[src/rtl/mem_access_unit.sv]
// Load/store front end for the single-port data RAM: turns one-shot byte/half/word requests into RAM cycles.
// Sub-word support is compiled in with `define MEM_ACCESS_SUBWORD_EN; otherwise only aligned words are legal.
module mem_access_unit #(
    parameter int DEPTH      = 256,
    parameter int ADDR_WIDTH = $clog2(DEPTH)
) (
    input  logic                  clk,
    input  logic                  reset,
    input  logic                  req,
    input  logic                  we,
    input  logic [1:0]            size,
    input  logic                  signed_ld,
    input  logic [ADDR_WIDTH+1:0] byte_addr,
    input  logic [31:0]           wdata,
    output logic                  busy,
    output logic                  done,
    output logic                  err,
    output logic [31:0]           rdata,
    output logic [ADDR_WIDTH-1:0] ram_addr,
    output logic [31:0]           ram_data_in,
    output logic                  ram_wr_en,
    input  logic [31:0]           ram_data_out
);

    localparam logic [1:0] IDLE = 2'b00;
    localparam logic [1:0] RD   = 2'b01;
    localparam logic [1:0] WR   = 2'b10;

    logic [1:0]  state;
    logic        op_we;
    logic [31:0] op_wdata;
    logic        legal;
    logic [31:0] ld_data;
    logic [31:0] st_data;

`ifdef MEM_ACCESS_SUBWORD_EN
    logic [1:0]  op_size;
    logic        op_signed;
    logic [1:0]  op_lane;
    logic [31:0] hold;
    logic [7:0]  ld_byte;
    logic [15:0] ld_half;

    always_comb begin
        legal = 1'b0;
        case (size)
            2'b00:   legal = 1'b1;
            2'b01:   legal = ~byte_addr[0];
            2'b10:   legal = (byte_addr[1:0] == 2'b00);
            default: legal = 1'b0;
        endcase
    end

    always_comb begin
        ld_byte = ram_data_out[{op_lane, 3'b000} +: 8];
        ld_half = op_lane[1] ? ram_data_out[31:16] : ram_data_out[15:0];
        ld_data = ram_data_out;
        case (op_size)
            2'b00:   ld_data = {{24{op_signed & ld_byte[7]}}, ld_byte};
            2'b01:   ld_data = {{16{op_signed & ld_half[15]}}, ld_half};
            default: ld_data = ram_data_out;
        endcase
    end

    // Sub-word stores splice the new lane(s) into the word read back in RD.
    always_comb begin
        st_data = op_wdata;
        if (op_size == 2'b00) begin
            st_data = hold;
            st_data[{op_lane, 3'b000} +: 8] = op_wdata[7:0];
        end else if (op_size == 2'b01) begin
            st_data = hold;
            if (op_lane[1])
                st_data[31:16] = op_wdata[15:0];
            else
                st_data[15:0] = op_wdata[15:0];
        end
    end

    always_ff @(posedge clk or posedge reset) begin
        if (reset) begin
            op_size   <= 2'b00;
            op_signed <= 1'b0;
            op_lane   <= 2'b00;
            hold      <= 32'h0;
        end else begin
            if (state == IDLE && req && legal) begin
                op_size   <= size;
                op_signed <= signed_ld;
                op_lane   <= byte_addr[1:0];
            end
            if (state == RD)
                hold <= ram_data_out;
        end
    end
`else
    logic unused_cfg;

    assign unused_cfg = signed_ld;
    assign legal      = (size == 2'b10) && (byte_addr[1:0] == 2'b00);
    assign ld_data    = ram_data_out;
    assign st_data    = op_wdata;
`endif

    assign busy        = (state != IDLE);
    assign ram_wr_en   = (state == WR);
    assign ram_data_in = (state == WR) ? st_data : 32'h0;

    always_ff @(posedge clk or posedge reset) begin
        if (reset) begin
            state    <= IDLE;
            done     <= 1'b0;
            err      <= 1'b0;
            rdata    <= 32'h0;
            ram_addr <= '0;
            op_we    <= 1'b0;
            op_wdata <= 32'h0;
        end else begin
            done <= 1'b0;
            err  <= 1'b0;
            case (state)
                IDLE: begin
                    if (req) begin
                        if (!legal) begin
                            done <= 1'b1;
                            err  <= 1'b1;
                        end else begin
                            op_we    <= we;
                            op_wdata <= wdata;
                            ram_addr <= byte_addr[ADDR_WIDTH+1:2];
                            // Only word stores skip the read; sub-word stores need the old word.
                            state    <= (we && size == 2'b10) ? WR : RD;
                        end
                    end
                end
                RD: begin
                    if (op_we) begin
                        state <= WR;
                    end else begin
                        rdata <= ld_data;
                        done  <= 1'b1;
                        state <= IDLE;
                    end
                end
                WR: begin
                    done  <= 1'b1;
                    state <= IDLE;
                end
                default: state <= IDLE;
            endcase
        end
    end

endmodule

[config.mk]
export PLATFORM = sky130hd
export DESIGN_NAME = mem_access_unit
export DESIGN_NICKNAME = d
export VERILOG_FILES = /design/src/rtl/mem_access_unit.sv
export SDC_FILE = /design/constraint.sdc
export NUM_CORES = 1
export LEC_CHECK = 0
export CORE_ASPECT_RATIO = 0.5
export CORE_MARGIN = 4
export CORE_UTILIZATION = 41
export CTS_BUF_LIST = sky130_fd_sc_hd__clkbuf_16
export DETAILED_ROUTE_END_ITERATION = 7
export GPL_ROUTABILITY_DRIVEN = 0
export PLACE_DENSITY_LB_ADDON = 0.05
export SKIP_LAST_GASP = 1
export SLEW_MARGIN = 20
export SYNTH_ARGS = -nofsm -noshare
export SYNTH_HDL_FRONTEND = slang
export SYNTH_SLANG_ARGS = --single-unit
[constraint.sdc]
create_clock -name clk -period 3.7 [get_ports clk]
set_input_delay 0.925 -clock clk [delete_from_list [all_inputs] [get_ports clk]]
set_output_delay 0.925 -clock clk [all_outputs]
set_load 0.005 [all_outputs]
==> impl_metrics.py <==
metrics = {
    "yosys": {
        "yosysWarnings": 0,
        "synth_fp_nets": 288,
        "yosysTopAreaCell": "dfrtp_1",
        "netlist.area_leader.share_pct": 58.9,
        "ys_top_cells_by_area": "dfrtp_1 (59%), mux2_4 (17%), mux2_2 (12%)",
        "ys_seq_elements": 77,
        "syn_area_mm2": 0.00327,
        "ys_types": 16,
        "synthCells": 207,
        "syn_avg_cell_area_um2": 15.8,
        "synth_seq_area_share_pct": 58.9,
    },
    "clock_network": {
        "tritoncts": "built",
        "h-tree-depth": 3,
        "post_cts_buffers": 0,
        "clockBufferDepth": 2,
        "clk_pin_slew_worst_paths_ns": 0.05,
        "cts.sinks": 77,
        "root_buffer": "clkbuf_16",
        "cts_buffers": 9,
        "clk_latency_ns": 0.32,
        "cts_resized": 0,
        "cts_hold_buffers": 0,
    },
    "timing": {
        "grt_setup_unrepaired": "no",
        "setup_viol": 0,
        "max_freq_ghz": 0.329,
        "slew_violations": 0,
        "finalSetupTns_ns": 0,
        "slew_headroom_pct": 45.0,
        "worstMarginPinSlew_ns": 0.824,
        "hold_viol": 0,
        "period_share_pct": 82.2,
        "worst_clock_skew_ns": 0.00253,
        "finalCriticalPeriod_ns": 3.04,
    },
    "die": {
        "dieWidth_um": 134,
        "core_area_mm2": 0.00754,
        "num_rows": 22,
        "start_util_pct": 43.4,
        "dieArea_mm2": 0.00956,
        "io-pin-count": 157,
        "die_h_um": 71.2,
    },
    "finish": {
        "design_area_mm2": 0.00525,
        "diodes": 0,
        "syn_to_final_growth_pct": 60.6,
        "final_cell_mix": "clkdlybuf4s50_1 (155), dfrtp_1 (77), mux2_4 (38), mux2_2 (35), and2_1 (32)",
        "drive_gt1_share_pct": 26.0,
        "utilization_pct": 69.6,
        "nets": 449,
        "final_common_cell": "clkdlybuf4s50_1",
    },
    "grt": {
        "antenna_found_initial": 0,
        "grt_pass1_wl_mm": 12.1,
        "grt_overflow": 0,
        "grt_start_max_net_pins": 40,
        "grt_usage_pct": 16.2,
        "grt_pass1_vias": 2421,
    },
    "critical_path": {
        "cp_top_family": "buffers and inverters",
        "critical_path.endpoint_type": "output port",
        "critPathSlowestCell": "clkdlybuf4s50_1",
        "r2r_start": "state[0]",
        "path_cells": "nor2b_2 > buf_4 > and2_1 > clkdlybuf4s50_1",
        "reg2reg_depth": 4,
        "worst_ep_arrival_time_ns": 2.12,
        "endpoint": "ram_data_in[21]",
        "reg2reg_to": "op_wdata[6]",
        "start_kind": "flop",
        "r2r_setup_slack_ns": 1.75,
        "crit_type": "flop to output port",
        "path_buf_inv": 2,
        "cp_max_fo": 22,
        "required_ns": 2.77,
        "slowest_delay_ns": 0.50,
        "cp.depth": 4,
        "setup.worst_path.start": "state[1]",
    },
    "worst_hold_path": {
        "hold_path_class": "flop to flop",
        "worstHoldPathCells": 1,
    },
    "placement": {
        "place_hpwl_mm": 5.50,
        "io_buffers": 155,
        "dpl-instance-area_mm2": 0.00494,
    },
    "routing": {
        "drcViolationCount": 0,
        "drt_wl_total_mm": 7.45,
        "drtPass1Iterations": 4,
        "wire_per_inst_um": 15.5,
        "drt-vias-per-instance": 4.51,
        "ant_nets": 0,
        "num_vias": 2170,
        "drtIter0Drc": 65,
    },
    "power_and_ir_drop": {
        "ir_drop_uv": 275,
        "p_per_area_mw_per_mm2": 487,
        "total_power_mw": 2.56,
        "p_leak_nw": 2.41,
    },
    "run": {
        "maxCapViolations": 0,
    },
    "outcome": {
        "status": "complete, no violations",
    },
}
registers in the layout, indices dropped and copies added, names as in the netlist:
signal	cells
rdata	32
done	1
op_we	1
ram_addr	8
state	2
op_wdata	32
err	1
layout make-up:
type | count | area (um^2)
well taps | 108 | 135
multi-input cells | 117 | 1270
clock inverters | 7 | 82.6
clock buffers | 9 | 225
flip-flops and latches | 77 | 1930
fillers | 558 | 2290
inverters | 3 | 11.3
repair buffers | 160 | 1600
worst min path at each step:
stage                 startpoint      endpoint  slack, ns
CTS                 op_wdata[25]  op_wdata[25]       0.50
floorplan           op_wdata[10]  op_wdata[10]       0.47
global route           rdata[10]     rdata[10]       0.52
finish              op_wdata[25]  op_wdata[25]       0.50
detailed placement  op_wdata[25]  op_wdata[25]       0.49
global placement    op_wdata[19]  op_wdata[19]       0.48
per-stage QoR:
step / cells / hold slack, ns / setup WS [ns]
6_report: 481 / 0.497 / 0.659
5_1_grt: 481 / 0.518 / 0.439
4_1_cts: 481 / 0.500 / 0.613
3_5_place_dp: 465 / 0.487 / 0.643
3_3_place_gp: 465 / 0.484 / 0.682
2_1_floorplan: 207 / 0.470 / 0.808
synthesized netlist by cell type:
master	number
dfrtp_1	77
mux2_4	38
mux2_2	35
and2_1	32
buf_6	4
nor2_1	4
buf_2	3
clkbuf_1	3
inv_1	3
o21ai_0	2
nand2_1	1
nand3_4	1
nand3b_1	1
nor2b_1	1
nor3b_2	1
nor4b_4	1
worst reg2reg max path, stage by stage (launching register included):
cell	delay [ns]
dfrtp_1	0.41
nor2_1	0.29
nand3_4	0.36
buf_4	0.42
mux2_4	0.35
report_power, final:
group,internal (mW),switching (mW),leakage [nW]
registers,1.02,0.0921,0.971
clock network,0.581,0.317,0.162
logic,0.415,0.134,1.28
kinds of logic after synthesis:
kind of cell,count (synthesis),synth area share (%)
AO/OA/AOI/OAI,2,0.306
AND/OR/NAND/NOR,42,8.76
multiplexers,73,29.5
buffers and inverters,13,2.52
flip-flops,77,58.9
per-layer routing:
layer	GRT usage, %	wire length, um
met4	4.74	59
met3	6.75	596
met2	26.2	3560
met1	20.1	3240
met5	0	0
Note: power is estimated with default switching activity, not from simulation.
